## src/rtl/mult_div_unit.sv

```systemverilog
// mult_div_unit: iterative multiply/divide unit with architectural HI/LO.
//   Executes multu/mult (shift-add) and divu/div (restoring), one bit per
//   cycle, plus mthi/mtlo writes. Latency is WIDTH+1 edges from the start edge.
// Build option: define MDU_DIV_EN to include the divider. Without it, divide
//   ops complete immediately as a no-op with a single done pulse.
// Ports:
//   clk, reset (async, active-low)
//   start, op[1:0] (00 multu, 01 mult, 10 divu, 11 div), a, b  - issue
//   flush                                                       - abort
//   hi_wr, lo_wr, wdata                                         - mthi/mtlo
//   busy, done, hi, lo, div_zero                                - status/result
module mult_div_unit #(
  parameter int WIDTH = 32
) (
  input  logic             clk,
  input  logic             reset,
  input  logic             start,
  input  logic [1:0]       op,
  input  logic [WIDTH-1:0] a,
  input  logic [WIDTH-1:0] b,
  input  logic             flush,
  input  logic             hi_wr,
  input  logic             lo_wr,
  input  logic [WIDTH-1:0] wdata,
  output logic             busy,
  output logic             done,
  output logic [WIDTH-1:0] hi,
  output logic [WIDTH-1:0] lo,
  output logic             div_zero
);

  localparam int CW = $clog2(WIDTH);

  localparam logic [1:0] IDLE = 2'd0;
  localparam logic [1:0] MUL  = 2'd1;
`ifdef MDU_DIV_EN
  localparam logic [1:0] DIV  = 2'd2;
`endif
  localparam logic [1:0] FIX  = 2'd3;

  logic [1:0]         state;
  logic [CW-1:0]      cnt;
  logic [2*WIDTH-1:0] prod;   // mul: {partial product, multiplier}; div: {remainder, dividend/quotient}
  logic [WIDTH-1:0]   mcand;  // multiplicand or divisor magnitude
  logic               sign_a;
  logic               sign_b;
`ifdef MDU_DIV_EN
  logic               is_div;
  logic               b_zero;
`else
  logic               nop_pend;
`endif

  logic [WIDTH-1:0]   abs_a;
  logic [WIDTH-1:0]   abs_b;
  logic [WIDTH:0]     mul_sum;
  logic [2*WIDTH-1:0] mul_next;
  logic [2*WIDTH-1:0] mul_res;
  logic               last;

  assign busy  = (state != IDLE);
  assign last  = (cnt == CW'(WIDTH - 1));
  assign abs_a = (op[0] && a[WIDTH-1]) ? -a : a;
  assign abs_b = (op[0] && b[WIDTH-1]) ? -b : b;

  // Shift-add step: conditional add into the upper half, then shift right.
  assign mul_sum  = {1'b0, prod[2*WIDTH-1:WIDTH]} + (prod[0] ? {1'b0, mcand} : '0);
  assign mul_next = {mul_sum, prod[WIDTH-1:1]};
  assign mul_res  = (sign_a ^ sign_b) ? -prod : prod;

`ifdef MDU_DIV_EN
  logic [WIDTH:0]     div_part;
  logic [WIDTH:0]     div_diff;
  logic [2*WIDTH-1:0] div_next;
  logic [WIDTH-1:0]   quo;
  logic [WIDTH-1:0]   rem;
  logic [WIDTH-1:0]   div_lo;
  logic [WIDTH-1:0]   div_hi;

  // Restoring step: shift the next dividend bit into the remainder, try to
  // subtract the divisor, and shift the resulting quotient bit in at the LSB.
  assign div_part = {prod[2*WIDTH-1:WIDTH], prod[WIDTH-1]};
  assign div_diff = div_part - {1'b0, mcand};
  assign div_next = div_diff[WIDTH] ? {div_part[WIDTH-1:0], prod[WIDTH-2:0], 1'b0}
                                    : {div_diff[WIDTH-1:0], prod[WIDTH-2:0], 1'b1};

  assign quo    = prod[WIDTH-1:0];
  assign rem    = prod[2*WIDTH-1:WIDTH];
  // With divisor 0 the remainder ends up as |a|; the dividend-sign fix then
  // restores the original a, so HI needs no special case.
  assign div_lo = b_zero ? '1 : ((sign_a ^ sign_b) ? -quo : quo);
  assign div_hi = sign_a ? -rem : rem;
`endif

  always_ff @(posedge clk or negedge reset) begin
    if (!reset) begin
      state    <= IDLE;
      cnt      <= '0;
      prod     <= '0;
      mcand    <= '0;
      sign_a   <= 1'b0;
      sign_b   <= 1'b0;
      done     <= 1'b0;
      hi       <= '0;
      lo       <= '0;
      div_zero <= 1'b0;
`ifdef MDU_DIV_EN
      is_div   <= 1'b0;
      b_zero   <= 1'b0;
`else
      nop_pend <= 1'b0;
`endif
    end else begin
      done <= 1'b0;
      case (state)
        IDLE: begin
          if (hi_wr) hi <= wdata;
          if (lo_wr) lo <= wdata;
`ifndef MDU_DIV_EN
          done     <= nop_pend;
          nop_pend <= 1'b0;
`endif
          if (start && !flush) begin
            div_zero <= 1'b0;
            cnt      <= '0;
            sign_a   <= op[0] & a[WIDTH-1];
            sign_b   <= op[0] & b[WIDTH-1];
`ifdef MDU_DIV_EN
            is_div   <= op[1];
            b_zero   <= (b == '0);
            if (op[1]) begin
              mcand <= abs_b;
              prod  <= {{WIDTH{1'b0}}, abs_a};
              state <= DIV;
            end else begin
              mcand <= abs_a;
              prod  <= {{WIDTH{1'b0}}, abs_b};
              state <= MUL;
            end
`else
            if (op[1]) begin
              nop_pend <= 1'b1;
            end else begin
              mcand <= abs_a;
              prod  <= {{WIDTH{1'b0}}, abs_b};
              state <= MUL;
            end
`endif
          end
        end
        MUL: begin
          if (flush) begin
            state <= IDLE;
          end else begin
            prod <= mul_next;
            cnt  <= cnt + 1'b1;
            if (last) state <= FIX;
          end
        end
`ifdef MDU_DIV_EN
        DIV: begin
          if (flush) begin
            state <= IDLE;
          end else begin
            prod <= div_next;
            cnt  <= cnt + 1'b1;
            if (last) state <= FIX;
          end
        end
`endif
        FIX: begin
          if (flush) begin
            state <= IDLE;
          end else begin
`ifdef MDU_DIV_EN
            if (is_div) begin
              hi       <= div_hi;
              lo       <= div_lo;
              div_zero <= b_zero;
            end else begin
              hi <= mul_res[2*WIDTH-1:WIDTH];
              lo <= mul_res[WIDTH-1:0];
            end
`else
            hi <= mul_res[2*WIDTH-1:WIDTH];
            lo <= mul_res[WIDTH-1:0];
`endif
            done  <= 1'b1;
            state <= IDLE;
          end
        end
        default: state <= IDLE;
      endcase
    end
  end

endmodule

```

## config.mk

```make
export PLATFORM = sky130hd
export DESIGN_NAME = mult_div_unit
export DESIGN_NICKNAME = d
export VERILOG_FILES = /design/src/rtl/mult_div_unit.sv
export SDC_FILE = /design/constraint.sdc
export NUM_CORES = 1
export LEC_CHECK = 0
export CORE_AREA = 4 4 146 162
export CTS_CLUSTER_DIAMETER = 50
export DETAILED_ROUTE_END_ITERATION = 10
export DIE_AREA = 0 0 150 166
export GPL_TIMING_DRIVEN = 0
export PLACE_DENSITY = 0.86
export SLEW_MARGIN = 20
export SYNTH_ARGS = -nofsm -noshare
export SYNTH_HDL_FRONTEND = slang
export SYNTH_SLANG_ARGS = --single-unit
```

## constraint.sdc

```tcl
create_clock -name clk -period 3.14 [get_ports clk]
set_input_delay 0.942 -clock clk [delete_from_list [all_inputs] [get_ports clk]]
set_output_delay 0.942 -clock clk [all_outputs]
set_load 0.1 [all_outputs]
```

; Word level (Yosys, flattened, before mapping)
; Cells that the tools add are included.
[word_totals]
in_bits = 104
output_inout_bits = 67
ff_bits = 171
[classes]
bitwise = 4
addsub = 5
reduce_logical = 15
n_eq_ne = 10
muxes = 26
[ops]
columns = cell, n
row1 = $mux 64, 4
row2 = $mux 32, 7
row3 = $pmux 32 s2, 2
row4 = $pmux 64 s2, 1
row5 = $neg 32->32, 2
row6 = $neg 64->64, 1
row7 = $add 32x32->33, 1
row8 = $reduce_and 3->1, 5
row9 = $ne 2x2->1 const B, 6
row10 = $mux 5, 2
row11 = $pmux 5 s2, 1
row12 = $mux 2, 4
row13 = $reduce_bool 2->1, 3
row14 = $add 5x1->5 const B, 1
row15 = $eq 5x5->1 const B, 1
row16 = $pmux 2 s2, 1
row17 = $reduce_and 4->1, 1
row18 = $logic_and 1x1->1, 3
row19 = $mux 1, 3
row20 = $ne 3x3->1 const B, 1
row21 = $and 1x1->1, 2
row22 = $eq 2x1->1 const B, 1
row23 = $eq 2x2->1 const B, 1
row24 = $logic_not 2->1, 1
row25 = 5 further kinds, 5

; Logic depth before layout (Yosys ltp)
[logic_depth]
depth_word = 5
ltp_mapped = 13

; Worst setup path after synthesis
; Ideal clock, no wire load.
[synth_timing]
path_type = register -> register
start = reg state[0]
end = reg lo[20]
required_time_ps = 2998
arrival_time_ps = 2894
setup_time_ps = 142
setup_slack_ps = 103
synth_period_minus_slack_ps = 3037
path_stages_with_launch = 10
path_buffers = 3
cell_sequence = dfrtp_1 inv_1 ha_1 inv_1 clkbuf_1 o21bai_1 o21ai_0 clkbuf_1 clkbuf_1 o221ai_1
[synth_between]
elab_chain_cells = 3
[synth_lines]
columns = element, line
row1 = "start, declared", 41  ; logic [1:0] state;
row2 = "start signal, assigned", 97  ; state <= IDLE;
row3 = "start signal, assigned", 146  ; state <= MUL;
row4 = "start signal, assigned", 153  ; state <= IDLE;
row5 = $eq 2x2->1 / $logic_not 2->1 (equally long branches), 115  ; case (state)
row6 = $ne 2x2->1 (no line) / $reduce_bool 2->1 (equally long branches), -
row7 = $reduce_and 3->1 (no line), -
row8 = "end signal, assigned", 118  ; if (lo_wr) lo <= wdata;
row9 = "end signal, assigned", 186  ; lo <= mul_res[WIDTH-1:0];
row10 = "end, declared", 28  ; output logic [WIDTH-1:0] lo,
; Several ways; a longest one is shown, not always the timed one.
; A chain may end at the register's enable or synchronous reset.

; Worst setup path in the final report
[layout_timing]
start = in b[9]
end = reg prod[29]
[layout_between]
elab_chain_cells = 5
[layout_lines]
columns = element, line
row1 = "start, declared", 20  ; input logic [WIDTH-1:0] b,
row2 = $neg 32->32, 64  ; assign abs_b = (op[0] && b[WIDTH-1]) ? -b : b;
row3 = $mux 32, 64
row4 = $mux 64, 141  ; if (op[1]) begin
row5 = $mux 64, 123  ; if (start && !flush) begin
row6 = $pmux 64 s2, 115
row7 = "end signal, assigned", 145  ; prod <= {{WIDTH{1'b0}}, abs_b};
row8 = "end signal, assigned", 155  ; prod <= mul_next;
row9 = "end, declared", 43  ; logic [2*WIDTH-1:0] prod;
; Every way passes these cells. The select of a mux whose other input is x is not followed.

==> flow_summary.json <==
{
  "status": "finished, final reports clean",
  "synthFlopType": "dfrtp_1",
  "async_flop_share": 1.00,
  "r2r_start": "prod[0]",
  "fin_skew_ps": 11.7,
  "cts_root_buf": "clkbuf_16",
  "worstPathMaxFanout": 6,
  "timing.setup.tns_ps": 0,
  "routed_via_density": 6.22,
  "rows": 57,
  "grt_pass1_wl_um": 61400,
  "critPathBufInv": 1,
  "cts_sinks": 171,
  "worstSetupPathDepth": 8,
  "vdd_drop_max_mv": 0.494,
  "grt_usage": 0.307,
  "layout-drive-gt1-share": 0.0622,
  "cts_tree": "yes",
  "worst_path_dominant_cell_family": "simple AND/OR/NAND/NOR gates",
  "gp_congestion": 1.01,
  "numPortBuffers": 169,
  "clkTransAtPathRegs_ps": 70,
  "antenna_found_initial": 0,
  "cts_buffers": 17,
  "p_total_w": 0.0175,
  "drt-initial-drc-count": 1161,
  "synthToLayoutAreaGrowth_pct": 23.4,
  "nFillCells": 1793,
  "die_y_um": 166,
  "via_count": 12100,
  "hold_class": "input pin to async pin",
  "internal_power_w": 0.00784,
  "place_hpwl_um": 30800,
  "placedInstanceArea_um2": 14200,
  "switchingPower_w": 0.00964,
  "critPathKind": "input pin to flip-flop",
  "grt_max_degree": 93,
  "dieArea_um2": 24900,
  "ant_nets": 0,
  "power_frac_comb": 0.627,
  "p_seq_frac": 0.246,
  "tightest_slew_ps": 1010,
  "insertion_delay_ps": 440,
  "min_period_ps": 3030,
  "multi_input_area_um2": 7480,
  "num_antenna_cells": 0,
  "switching_share": 0.551,
  "avgSynthCellArea_um2": 8.33,
  "worst-r2r-cell-count": 10,
  "worstPathCellList": "clkdlybuf4s50_1 -> nor4_2 -> nor3b_4 -> nor2b_2 -> nand2_1 -> o21ai_0 -> xor2_1 -> o221ai_1",
  "fmax_mhz": 330,
  "setup_viol": 0,
  "crit_required_ps": 3430,
  "syn_inst": 1455,
  "synth_cell_type_count": 78,
  "clockPowerShare": 0.127,
  "finalMaxSlewViolations": 0,
  "p_leak_nw": 6.13,
  "yosysSeqAreaShare": 0.353,
  "regToRegSetupSlack_ps": 160,
  "start_util": 0.552,
  "grt_overflow": 0,
  "drc": 0,
  "crit_arrival_ps": 3320,
  "io_pins": 171,
  "cts-hold-fix-buffers": 0,
  "core_um2": 22000,
  "synth_edf_count": 0,
  "max_stage_delay_ps": 500,
  "clockBufferDepth": 2,
  "cp-end-kind": "flip-flop",
  "regArea_um2": 4280,
  "wirelength_um": 39200,
  "startpoint_type": "input pin",
  "syn_area_um2": 12100,
  "wl_per_cell_um": 20.1,
  "yosysWarningCount": 0,
  "slew_headroom": 0.326,
  "r2r-end": "prod[61]",
  "die_w_um": 150,
  "hold_viol_final": 0,
  "drtPass1Iterations": 6,
  "htree_levels": 4,
  "grt_pass1_vias": 11700,
  "post-route-period-util": 0.966,
  "max-cap-violations": 0,
  "fin_util": 0.681,
  "synth_seq_cells": 171,
  "synth_nets": 1600,
  "finalNetCount": 1788,
  "slowest_stage": "clkdlybuf4s50_1",
  "p_per_area_nw_per_um2": 1170,
  "final_area_um2": 15000
}
## power groups by stage
stage / logic [W] / clock network (W) / registers, W
global route: 0.0117 / 0.00231 / 0.00438
finish: 0.0110 / 0.00222 / 0.00430
global placement: 0.0105 / 0 / 0.00422
floorplan: 0.00507 / 0 / 0.00684
CTS: 0.0108 / 0.00222 / 0.00424
detailed placement: 0.0107 / 0 / 0.00426
## metrics by stage
step                cells  hold WS [ps]  setup WS [ps]
finish               1950           459            105
global route         1950           496          -12.3
CTS                  1951           487           3.38
detailed placement   1920           472           -585
global placement     1919           463          -5630
floorplan            1455           455            103
## flip-flops by register name, summed over array words and instances, names as in the netlist
| register | cells |
|---|---|
| prod | 64 |
| hi | 32 |
| lo | 32 |
| mcand | 32 |
| cnt | 5 |
| state | 2 |
| done | 1 |
| nop_pend | 1 |
| sign_a | 1 |
| sign_b | 1 |
## worst max path at each step
stage / start / end / slack, ps
floorplan: state[0] / lo[20] / 100
global route: prod[0] / prod[61] / -10
CTS: a[16] / mcand[27] / 3
detailed placement: prod[0] / prod[61] / -590
global placement: reset / mcand[29] / -5630
finish: b[9] / prod[29] / 110
## area by class of cell
type | instances | share of cell area
Timing Repair Buffer | 174 | 0.118
Clock inverter | 12 | 0.0111
Multi-Input combinational cell | 1167 | 0.500
Buffer | 82 | 0.0228
Clock buffer | 19 | 0.0303
Tap cell | 295 | 0.0247
Sequential cell | 171 | 0.286
Inverter | 30 | 0.00753
## Yosys cell counts (10+ instances only)
library cell | instances | area, µm²
a211oi_1 | 26 | 195
a21o_1 | 40 | 300
a21oi_1 | 139 | 696
a221oi_1 | 10 | 87.6
a31oi_1 | 22 | 138
and2_1 | 38 | 238
clkbuf_1 | 72 | 270
dfrtp_1 | 171 | 4280
ha_1 | 40 | 500
inv_1 | 30 | 113
mux2i_1 | 19 | 190
nand2_1 | 160 | 601
nand2b_1 | 17 | 106
nand3_1 | 11 | 55.1
nand4_1 | 12 | 75.1
nor2_1 | 146 | 548
nor2b_1 | 13 | 81.3
nor3_1 | 24 | 120
nor3b_1 | 10 | 75.1
nor4_1 | 11 | 68.8
o21ai_0 | 126 | 631
o221ai_1 | 12 | 105
o31ai_1 | 14 | 105
o41ai_1 | 10 | 87.6
or3_1 | 17 | 106
xnor2_1 | 85 | 744
xor2_1 | 55 | 482
## metal layers
layer | global-route usage | routed length [µm] | vias up
li1 | - | - | 5599
met1 | 0.380 | 15100 | 5767
met2 | 0.525 | 19100 | 638
met3 | 0.0532 | 3290 | 116
met4 | 0.133 | 1720 | 0
met5 | 0 | 0 | -
## what timing repair did
item	in CTS	in global routing
endpoints found under the setup margin	25	72
gates resized for setup	10	33
pin swaps	0	5
setup buffers	1	3
## cells by family after synthesis
| group | after synthesis | synth area share |
|---|---|---|
| compound gates | 463 | 0.241 |
| other cells | 1 | 0.000309 |
| flops | 171 | 0.353 |
| buf+inv | 117 | 0.0384 |
| simple gates | 501 | 0.206 |
| fa+ha+maj | 41 | 0.0429 |
| xor+xnor | 140 | 0.101 |
| mux | 21 | 0.0175 |
## cell usage in the layout (no fill, tap or decap), types with 5 or more instances in the layout
| master | instances |
|---|---|
| xnor2_1 | 85 |
| clkbuf_16 | 17 |
| a221oi_1 | 10 |
| ha_1 | 40 |
| buf_4 | 6 |
| nor2_1 | 145 |
| o41ai_1 | 9 |
| nand3_1 | 10 |
| nand2b_1 | 17 |
| clkbuf_1 | 64 |
| or4_1 | 6 |
| buf_1 | 6 |
| nor4_1 | 9 |
| o31ai_1 | 14 |
| xor2_1 | 55 |
| a211oi_1 | 26 |
| o221ai_1 | 12 |
| a21o_1 | 40 |
| nand4_1 | 12 |
| o21ai_1 | 7 |
| nor3_1 | 23 |
| a31oi_1 | 21 |
| a22oi_1 | 5 |
| o21ai_0 | 121 |
| and3_1 | 6 |
| inv_1 | 30 |
| nor3b_1 | 9 |
| o211ai_1 | 7 |
| mux2i_1 | 19 |
| clkinv_4 | 6 |
| clkdlybuf4s50_1 | 163 |
| a31o_2 | 5 |
| nor2b_1 | 12 |
| dfrtp_1 | 170 |
| or4_4 | 5 |
| or3_1 | 17 |
| nand2_1 | 160 |
| a21oi_1 | 135 |
| and2_1 | 38 |
Note: power is estimated with default switching activity, not from simulation.
